**src/rtl/multi_channel_debouncer.sv**
```systemverilog
// Per-channel debouncer: optional input synchroniser, then a 4-state qualify FSM with
// a saturating run timer. Outputs are registered; rise_pulse/fall_pulse mark dout edges.
module multi_channel_debouncer #(
  parameter int CHANNELS    = 4,
  parameter int CNT_W       = 8,
  parameter int SYNC_STAGES = 2
) (
  input  logic                clk,
  input  logic                rst,
  input  logic                en,
  input  logic [CNT_W-1:0]    rise_thr,
  input  logic [CNT_W-1:0]    fall_thr,
  input  logic [CHANNELS-1:0] din,
  output logic [CHANNELS-1:0] dout,
  output logic [CHANNELS-1:0] rise_pulse,
  output logic [CHANNELS-1:0] fall_pulse
);

  typedef enum logic [1:0] {ZERO, PEND_RISE, ONE, PEND_FALL} state_t;

  localparam logic [CNT_W-1:0] T_ONE = CNT_W'(1);
  localparam logic [CNT_W-1:0] T_MAX = '1;

  logic [CHANNELS-1:0] s;

  generate
    if (SYNC_STAGES == 0) begin : g_nosync
      assign s = din;
    end else begin : g_sync
      logic [CHANNELS-1:0] sync_q [SYNC_STAGES];
      always_ff @(posedge clk) begin
        if (rst) begin
          for (int k = 0; k < SYNC_STAGES; k++) sync_q[k] <= '0;
        end else begin
          sync_q[0] <= din;
          for (int k = 1; k < SYNC_STAGES; k++) sync_q[k] <= sync_q[k-1];
        end
      end
      assign s = sync_q[SYNC_STAGES-1];
    end
  endgenerate

  // A zero threshold qualifies on the first matching sample, same as 1.
  logic [CNT_W-1:0] rise_eff, fall_eff;
  assign rise_eff = (rise_thr == '0) ? T_ONE : rise_thr;
  assign fall_eff = (fall_thr == '0) ? T_ONE : fall_thr;

  state_t              state_q [CHANNELS];
  state_t              state_d [CHANNELS];
  logic [CNT_W-1:0]    timer_q [CHANNELS];
  logic [CNT_W-1:0]    timer_d [CHANNELS];
  logic [CHANNELS-1:0] dout_d;

  always_comb begin
    for (int i = 0; i < CHANNELS; i++) begin
      state_d[i] = state_q[i];
      timer_d[i] = timer_q[i];
      case (state_q[i])
        ZERO: begin
          if (en) begin
            if (s[i]) begin
              if (rise_eff == T_ONE) begin
                state_d[i] = ONE;
                timer_d[i] = '0;
              end else begin
                state_d[i] = PEND_RISE;
                timer_d[i] = T_ONE;
              end
            end else begin
              timer_d[i] = '0;
            end
          end
        end
        PEND_RISE: begin
          if (en) begin
            if (!s[i]) begin
              state_d[i] = ZERO;
              timer_d[i] = '0;
            end else if (({1'b0, timer_q[i]} + (CNT_W+1)'(1)) >= {1'b0, rise_eff}) begin
              state_d[i] = ONE;
              timer_d[i] = '0;
            end else begin
              timer_d[i] = (timer_q[i] == T_MAX) ? T_MAX : timer_q[i] + T_ONE;
            end
          end
        end
        ONE: begin
          if (en) begin
            if (!s[i]) begin
              if (fall_eff == T_ONE) begin
                state_d[i] = ZERO;
                timer_d[i] = '0;
              end else begin
                state_d[i] = PEND_FALL;
                timer_d[i] = T_ONE;
              end
            end else begin
              timer_d[i] = '0;
            end
          end
        end
        PEND_FALL: begin
          if (en) begin
            if (s[i]) begin
              state_d[i] = ONE;
              timer_d[i] = '0;
            end else if (({1'b0, timer_q[i]} + (CNT_W+1)'(1)) >= {1'b0, fall_eff}) begin
              state_d[i] = ZERO;
              timer_d[i] = '0;
            end else begin
              timer_d[i] = (timer_q[i] == T_MAX) ? T_MAX : timer_q[i] + T_ONE;
            end
          end
        end
        default: begin
          state_d[i] = ZERO;
          timer_d[i] = '0;
        end
      endcase
      dout_d[i] = (state_d[i] == ONE) || (state_d[i] == PEND_FALL);
    end
  end

  always_ff @(posedge clk) begin
    if (rst) begin
      for (int i = 0; i < CHANNELS; i++) begin
        state_q[i] <= ZERO;
        timer_q[i] <= '0;
      end
      dout       <= '0;
      rise_pulse <= '0;
      fall_pulse <= '0;
    end else begin
      for (int i = 0; i < CHANNELS; i++) begin
        state_q[i] <= state_d[i];
        timer_q[i] <= timer_d[i];
      end
      // State only moves while en=1, so these edges are already gated by enable.
      dout       <= dout_d;
      rise_pulse <= dout_d & ~dout;
      fall_pulse <= ~dout_d & dout;
    end
  end

endmodule

```
**config.mk**
```make
export PLATFORM = sky130hd
export DESIGN_NAME = multi_channel_debouncer
export DESIGN_NICKNAME = d
export VERILOG_FILES = /design/src/rtl/multi_channel_debouncer.sv
export SDC_FILE = /design/constraint.sdc
export NUM_CORES = 1
export LEC_CHECK = 0
export CAP_MARGIN = 40
export CORE_AREA = 5 5 146 148
export DETAILED_ROUTE_END_ITERATION = 10
export DIE_AREA = 0 0 151 153
export PLACE_DENSITY = 0.47
export RECOVER_POWER = 100
export SLEW_MARGIN = 20
export SYNTH_ARGS = -nofsm -noshare
export SYNTH_HDL_FRONTEND = slang
export SYNTH_SLANG_ARGS = --single-unit
```
**constraint.sdc**
```tcl
create_clock -name clk -period 3.87 [get_ports clk]
set_input_delay 0.387 -clock clk [delete_from_list [all_inputs] [get_ports clk]]
set_output_delay 0.387 -clock clk [all_outputs]
set_load 0.02 [all_outputs]
```
After elaboration in Yosys (flattened, before gate mapping)
Memory sizes are Yosys's and may differ from the RTL's.
Index checks and enable logic that the tools add are counted.
{"block": "totals", "memories": 3, "inputBits": 23, "wordCells": 183, "output_inout_bits": 12, "register_bits": 12, "ramBits": 48}
{"block": "classes", "muxes": 111, "n_eq_ne": 26, "n_reduce_logical": 10, "addsub": 8, "n_bitwise": 14, "order_cmp": 8}
{"name": "timer_q", "depth": 4, "word_bits": 8, "rd": 4, "rd_clocked_by_memory_dff": 0, "write_ports": 4, "line": "50", "text": "logic [CNT_W-1:0] timer_q [CHANNELS];"}
{"name": "g_sync.sync_q", "depth": 2, "word_bits": 4, "rd": 2, "rd_clocked_by_memory_dff": 0, "write_ports": 2, "line": "30", "text": "logic [CHANNELS-1:0] sync_q [SYNC_STAGES];"}
{"name": "state_q", "depth": 4, "word_bits": 2, "rd": 4, "rd_clocked_by_memory_dff": 0, "write_ports": 4, "line": "48", "text": "state_t state_q [CHANNELS];"}
{"cell": "8-bit two-way mux", "count": 46}
{"cell": "8-bit case mux with 4 select lines", "count": 4}
{"cell": "2-bit two-way mux", "count": 46}
{"cell": "9-bit by 8-bit greater-or-equal comparator with 1-bit output", "count": 8}
{"cell": "8-bit by 1-bit adder with 9-bit output (second input constant)", "count": 4}
{"cell": "8-bit by 1-bit adder with 8-bit output (second input constant)", "count": 4}
{"cell": "2-bit equality test (second input constant)", "count": 16}
{"cell": "8-bit equality test (second input constant)", "count": 4}
{"cell": "2-bit case mux with 4 select lines", "count": 4}
{"cell": "8-bit by 1-bit equality test with 1-bit output (second input constant)", "count": 2}
{"cell": "8-bit logical NOT", "count": 2}
{"cell": "1-bit OR", "count": 10}
{"cell": "1-bit two-way mux", "count": 9}
{"cell": "4-bit bitwise AND", "count": 2}
{"cell": "2-bit by 1-bit equality test with 1-bit output (second input constant)", "count": 4}
{"cell": "2-bit logical NOT", "count": 4}
{"cell": "4-bit two-way mux", "count": 2}
{"cell": "4-bit inverter", "count": 2}
{"cell": "1-bit logical OR", "count": 4}

Depth between registers and ports, before layout
Gate-level depths: netlist of the first run.
{"block": "depth", "word_depth": 11, "ltp_mapped": 13, "ltp_nobuf": 13}

Worst setup path after synthesis of the first run
Ideal clock, no wire load.
{"block": "synth_timing", "kind": "input to register", "start": "input rise_thr[4]", "end": "memory timer_q[0][0]", "cell_stages": 12, "t_arrival_ns": 3.008, "setup_slack_ns": 0.787, "setup_ns": 0.074, "cell_sequence": "inv_1 nand4_1 or4_1 nand2b_1 ha_1 nand2b_1 maj3_1 a211o_1 a211oi_1 a32oi_2 a211o_1 a31oi_1"}
{"item": "start, declared", "line": "11", "text": "input logic [CNT_W-1:0] rise_thr,"}
{"item": "end, declared", "line": "50"}

==> flow_summary.json, run 1 <==
{
  "status": "finished, violations left",
  "violations": "capacitance limit, slew limit",
  "overflow": 0,
  "rsz0062_at_grt": "false",
  "grt_pass1_vias": 4255,
  "yosysTopAreaCell": "dfxtp_1",
  "synth_compound_area_frac": 0.229,
  "crit_path_max_fanout": 39,
  "die_w_um": 151,
  "dieArea_um2": 23100,
  "crit_slowest_cell": "clkbuf_1",
  "routabilityCongestion": 0.875,
  "fin_skew_ps": 10.3,
  "cp-end-kind": "register",
  "cts.sinks": 58,
  "rows": 52,
  "syn_to_final_growth_pct": 20.2,
  "syn_avg_cell_area_um2": 7.98,
  "die_h_um": 153,
  "hold_start": "g_sync.sync_q[0][2]",
  "synth-xor-area-share": 0.0499,
  "firstDrtPassIters": 5,
  "core_um2": 19900,
  "path_cells": "dlygate4sd3_1, clkbuf_1, nor2_1, and3_1, nand3_1, o21ai_1, a2bb2o_1",
  "port_buffers": 34,
  "drt_iter0_markers": 276,
  "syn_area_um2": 4660,
  "crit_type": "in -> reg",
  "clk_pin_slew_ps": 60,
  "yosys_warnings": 0,
  "synth_edf_count": 0,
  "drt_wl_total_um": 14400,
  "cts_tree": "yes",
  "async_reset_ff_frac": 0,
  "cts-root-buf": "clkbuf_16",
  "wl_per_cell_um": 16.2,
  "fin_crit_ps": 3460,
  "synthAdderAreaFrac": 0.155,
  "synth-main-ff-cell": "dfxtp_1",
  "via_count": 4456,
  "seq_area_frac_synth": 0.249,
  "ys_top_cells_by_area": "dfxtp_1 25%, ha_1 15%, nand2_1 3.8%",
  "grt_pass1_wl_um": 22900,
  "p_leak_nw": 2.42,
  "slowest_delay_ps": 1280,
  "fin_nets": 691,
  "h-tree-depth": 3,
  "synth_top_family_by_area": "simple AND/OR/NAND/NOR gates",
  "min_path_cells": 1,
  "slew_violations": 40,
  "synth-seq-cells": 58,
  "max_slew_margin": -0.188,
  "ff2ff_setup_slack_ps": 430,
  "ff2ff_path_depth": 11,
  "max_slew.worst_pin.slew_ps": 1780,
  "reg2reg_to": "timer_q[2][6]",
  "multi_input_area_um2": 3220,
  "grt_start_max_net_pins": 40,
  "final_layout_size_suffix_gt1_frac": 0.0665,
  "hold_ws_ps": 432,
  "cts_hold_buf": 0,
  "yosysUniqueCellTypes": 71,
  "hold_path_end": "g_sync.sync_q[0][6]",
  "cts_resized": 0,
  "io_pins": 35,
  "cts_buffer_depth": 2,
  "ant_nets": 0,
  "track_usage": 0.127,
  "synthCells": 584,
  "drv_cap": 1,
  "synth_nets": 663,
  "cts_setup_buffers": 0,
  "setup_tns_ps": 0,
  "start_util": 0.234,
  "synth_mux_area_frac": 0.00241,
  "clock_latency_ps": 340,
  "hp-class": "reg -> reg",
  "powerDensity_nw_per_um2": 306,
  "synth_top_area_frac": 0.249,
  "cts_made_buffers": 9,
  "antenna-diode-count": 0,
  "setup_viol": 0,
  "fin_crit_sh": 0.895,
  "seq_area_um2": 1160,
  "hold_violations": 0,
  "reg2reg_from": "timer_q[2][2]",
  "hpwl_um": 10800,
  "max_clock_freq_mhz": 289,
  "synthSimpleGateAreaFrac": 0.257,
  "viasPerCell": 5.02,
  "crit_path_start_kind": "input pin",
  "required_ps": 4100,
  "drcViolationCount": 0,
  "vdd_drop_max_uv": 192,
  "worstPathArrival_ps": 3700,
  "antenna_found_initial": 0,
  "n_fill_cell": 2153
}
[worst max-delay path: cells and delay by family]
family / cells / cell delay [ps]
simple gates: 3 / 1000
compound gates: 2 / 520
buf+inv: 2 / 1800
[how the worst max path moves through the flow]
| stage | startpoint | to | slack, ps | cells past startpoint |
|---|---|---|---|---|
| after floorplan | rise_thr[4] | timer_q[0][0] | 790 | 12 |
| after global placement | rise_thr[6] | timer_q[0][1] | 230 | 13 |
| after detailed placement | rise_thr[6] | timer_q[0][0] | 160 | 13 |
| after CTS | timer_q[2][0] | timer_q[2][6] | 470 | 11 |
| after global routing | rst | timer_q[1][0] | 110 | 7 |
| final | rst | timer_q[1][0] | 410 | 7 |
[through the flow]
| stage | instance area [µm²] | setup slack (ps) | utilization | power [W] | std cells |
|---|---|---|---|---|---|
| final | 5610 | 405 | 0.282 | 0.00172 | 887 |
| after global routing | 5610 | 110 | 0.282 | 0.00179 | 887 |
| after CTS | 5620 | 465 | 0.282 | 0.00174 | 887 |
| after detailed placement | 5320 | 157 | 0.267 | 0.000898 | 871 |
| after global placement | 5320 | 227 | 0.267 | 0.000892 | 871 |
| after floorplan | 4660 | 787 | - | 0.000796 | 584 |
[synthesized netlist by cell type (6+ instances only)]
| master | n |
|---|---|
| a21o_1 | 8 |
| clkbuf_1 | 26 |
| a311oi_1 | 6 |
| nor2b_1 | 14 |
| inv_2 | 6 |
| dfxtp_1 | 58 |
| o211ai_1 | 6 |
| a211oi_1 | 16 |
| inv_1 | 29 |
| nand2b_1 | 24 |
| a21oi_1 | 24 |
| nor2_1 | 43 |
| nand3_1 | 27 |
| and3_1 | 10 |
| a22o_1 | 13 |
| ha_1 | 56 |
| nor3_1 | 13 |
| nand4_1 | 8 |
| o21ai_0 | 14 |
| xor2_1 | 14 |
| xnor2_1 | 10 |
| and4_1 | 6 |
| o21ai_1 | 18 |
| nand2_1 | 47 |
[cell usage in the layout (no fill, tap or decap), types with 3 or more instances in the layout]
| cell | synthesis | layout |
|---|---|---|
| o21ai_0 | 14 | 27 |
| nor3_1 | 13 | 13 |
| xnor2_1 | 10 | 10 |
| a22o_1 | 13 | 13 |
| o21ai_1 | 18 | 6 |
| and3_1 | 10 | 10 |
| nand2_1 | 47 | 47 |
| buf_4 | 2 | 13 |
| a211o_1 | 5 | 5 |
| clkdlybuf4s50_1 | 0 | 21 |
| o22ai_1 | 3 | 3 |
| a41oi_1 | 3 | 3 |
| a311oi_1 | 6 | 6 |
| a2111oi_0 | 3 | 3 |
| clkbuf_1 | 26 | 3 |
| a211oi_1 | 16 | 16 |
| dfxtp_1 | 58 | 58 |
| dlygate4sd3_1 | 0 | 13 |
| o211ai_1 | 6 | 6 |
| nand2b_1 | 24 | 24 |
| a21o_1 | 8 | 8 |
| inv_2 | 6 | 5 |
| ha_1 | 56 | 56 |
| and4_1 | 6 | 6 |
| nand3_1 | 27 | 27 |
| xor2_1 | 14 | 14 |
| nor2_1 | 43 | 42 |
| nand4_1 | 8 | 8 |
| a21oi_1 | 24 | 24 |
| inv_1 | 29 | 30 |
| or4_1 | 3 | 3 |
| nor2b_1 | 14 | 14 |
| or3_1 | 5 | 5 |
| nor4b_1 | 4 | 4 |
| clkbuf_16 | 0 | 9 |
| nor4_1 | 5 | 5 |
| a31oi_1 | 5 | 5 |
[state kept, by name, indices dropped and copies added, names as in the netlist]
register	flops
fall_pulse	4
g_sync.sync_q	8
timer_q	32
state_q	6
dout	4
rise_pulse	4
[power by group]
group / internal, W / leakage (nW) / switching, W
Combinational: 0.000102 / 1.80 / 0.000135
Sequential: 0.000618 / 0.470 / 0.0000266
Clock: 0.000532 / 0.145 / 0.000303
[logic make-up (layout without fill, tap and decap cells)]
group	after synthesis	count (layout)
adder cells (fa/ha/maj)	58	58
buffers and inverters	67	100
XOR/XNOR	25	25
AND/OR/NAND/NOR	226	226
multiplexers	1	1
flip-flops	58	58
AO/OA/AOI/OAI	149	149
[metal layers]
metal	track usage	wire, µm	up-vias
met4	0.0410	253	0
met3	0.0332	773	13
met1	0.174	7000	2115
met2	0.194	6350	123
li1	-	-	2205
met5	0	0	-
[final cells by class]
cell class / count / share of cell area
clock buffers: 12 / 0.0458
clock inverters: 4 / 0.00893
inverters: 35 / 0.0234
multi-input cells: 459 / 0.575
flip-flops and latches: 58 / 0.207
well taps: 270 / 0.0603
repair buffers: 49 / 0.0795
(Power assumes the default switching activity.)
==> inputs of run 2 (changes only) <==
--- a/config.mk
+++ b/config.mk
@@ -7,6 +7,7 @@
 export LEC_CHECK = 0
 export CAP_MARGIN = 40
 export CORE_AREA = 5 5 146 148
+export CTS_BUF_LIST = sky130_fd_sc_hd__clkbuf_8
 export DETAILED_ROUTE_END_ITERATION = 10
 export DIE_AREA = 0 0 151 153
 export PLACE_DENSITY = 0.47
==> run 2 against run 1 <==
  * The run still ends with capacitance limit, slew limit left
  * Final area fell by 1.7%
  * Sequential share of layout area increased by 0.37 points
  * Combinational power about the same
  * Critical path type unchanged
  * Highest routed layer unchanged
==> flow_summary.json, run 2 (synthesis gave the netlist of run 1 again) <==
{
  "status": "finished, violations left",
  "violations": "capacitance limit, slew limit",
  "antenna_found_initial": 0,
  "cts_buffer_depth": 2,
  "critical_path.top_delay_family": "compound AO/OA/AOI/OAI gates",
  "hold_violations": 0,
  "hold_start": "g_sync.sync_q[0][2]",
  "cts-root-buf": "clkbuf_8",
  "reg2reg_from": "timer_q[2][2]",
  "die_w_um": 151,
  "routabilityCongestion": 0.875,
  "syn_to_final_growth_pct": 18.1,
  "fin_cells": 887,
  "top_register": "timer_q",
  "hold_ws_ps": 437,
  "reg2reg_to": "timer_q[2][6]",
  "via_count": 4473,
  "cts.sinks": 58,
  "hold_path_end": "g_sync.sync_q[0][6]",
  "path_cells": "dlygate4sd3_1, inv_1, nand4_1, or4_1, nand2b_1, ha_1, nand2b_1, maj3_1, a211o_1, a211oi_1, a32oi_2, a211o_1, a31oi_1",
  "drcViolationCount": 0,
  "slowest_delay_ps": 540,
  "fin_skew_ps": 13.6,
  "crit_type": "in -> reg",
  "crit_path_max_fanout": 4,
  "clk_pin_slew_ps": 70,
  "setup_tns_ps": 0,
  "path_buf_inv": 2,
  "seq_area_um2": 1160,
  "ant_nets": 0,
  "ff2ff_path_depth": 11,
  "grt_pass1_vias": 4270,
  "powerDensity_nw_per_um2": 269,
  "setup_viol": 0,
  "slew_violations": 40,
  "drv_cap": 1,
  "cts_hold_buf": 0,
  "cp-end-kind": "register",
  "min_path_cells": 1,
  "overflow": 0,
  "final_layout_size_suffix_gt1_frac": 0.0681,
  "largestRegisters": "timer_q x32, g_sync.sync_q x8, state_q x6",
  "utilization": 0.277,
  "post-place-cells": 871,
  "largest_register_ffs": 32,
  "grt_pass1_wl_um": 22900,
  "clock_latency_ps": 370,
  "drt_iter0_markers": 359,
  "ff2ff_setup_slack_ps": 430,
  "die_h_um": 153,
  "rows": 52,
  "vdd_drop_max_uv": 170,
  "antenna-diode-count": 0,
  "io_pins": 35,
  "fin_crit_sh": 0.907,
  "worstPathArrival_ps": 3770,
  "max_clock_freq_mhz": 285,
  "wl_per_cell_um": 16.1,
  "final_cell_mix": "58 x dfxtp_1, 56 x ha_1, 47 x nand2_1",
  "fin_crit_ps": 3510,
  "layout.cells.most_common": "dfxtp_1",
  "viasPerCell": 5.04,
  "grt_start_max_net_pins": 40,
  "p_leak_nw": 2.38,
  "crit_slowest_cell": "dlygate4sd3_1",
  "crit_path_start_kind": "input pin",
  "hp-class": "reg -> reg",
  "core_um2": 19900,
  "dieArea_um2": 23100,
  "start_util": 0.234,
  "cts_made_buffers": 9,
  "cts_tree": "yes",
  "firstDrtPassIters": 5,
  "hpwl_um": 10800,
  "fin_nets": 691,
  "drt_wl_total_um": 14300,
  "track_usage": 0.126,
  "max_slew.worst_pin.slew_ps": 1790,
  "cts_resized": 0,
  "n_fill_cell": 2163,
  "cts_setup_buffers": 0,
  "port_buffers": 34,
  "required_ps": 4130,
  "max_slew_margin": -0.194,
  "h-tree-depth": 3,
  "multi_input_area_um2": 3230,
  "rsz0062_at_grt": "false"
}
-- run 2: area by class of cell --
| type | instances | area share |
|---|---|---|
| clock buffer | 11 | 0.0275 |
| clock inverter | 5 | 0.00977 |
| inverter | 35 | 0.0239 |
| multi-input combinational | 459 | 0.586 |
| sequential | 58 | 0.211 |
| tap | 270 | 0.0613 |
| timing repair buffer | 49 | 0.0809 |
-- run 2: worst max path at each step --
stage	start	to	slack, ps	depth (start not counted)
floorplan	rise_thr[4]	timer_q[0][0]	790	12
global placement	rise_thr[6]	timer_q[0][1]	230	13
detailed placement	rise_thr[6]	timer_q[0][0]	160	13
CTS	timer_q[2][0]	timer_q[2][6]	470	11
global route	rise_thr[6]	timer_q[0][0]	100	13
finish	rise_thr[6]	timer_q[0][0]	360	13
-- run 2: power by group --
part	total [W]	internal [W]	switching [W]
sequential	0.000643	0.000617	0.0000263
clock	0.000602	0.000329	0.000273
combinational	0.000237	0.000102	0.000135
total	0.00148	0.00105	0.000435
-- run 2: per-layer routing --
metal	GRT usage	wire (µm)
met1	0.174	6840
met4	0.0419	313
met2	0.192	6310
met5	0	0
met3	0.0329	858
-- run 2: through the flow --
step / total power, W / worst slack [ps] / area [µm²]
finish: 0.00148 / 361 / 5510
global route: 0.00155 / 104 / 5510
CTS: 0.00151 / 466 / 5520
detailed placement: 0.000898 / 157 / 5320
global placement: 0.000892 / 227 / 5320
floorplan: 0.000796 / 787 / 4660
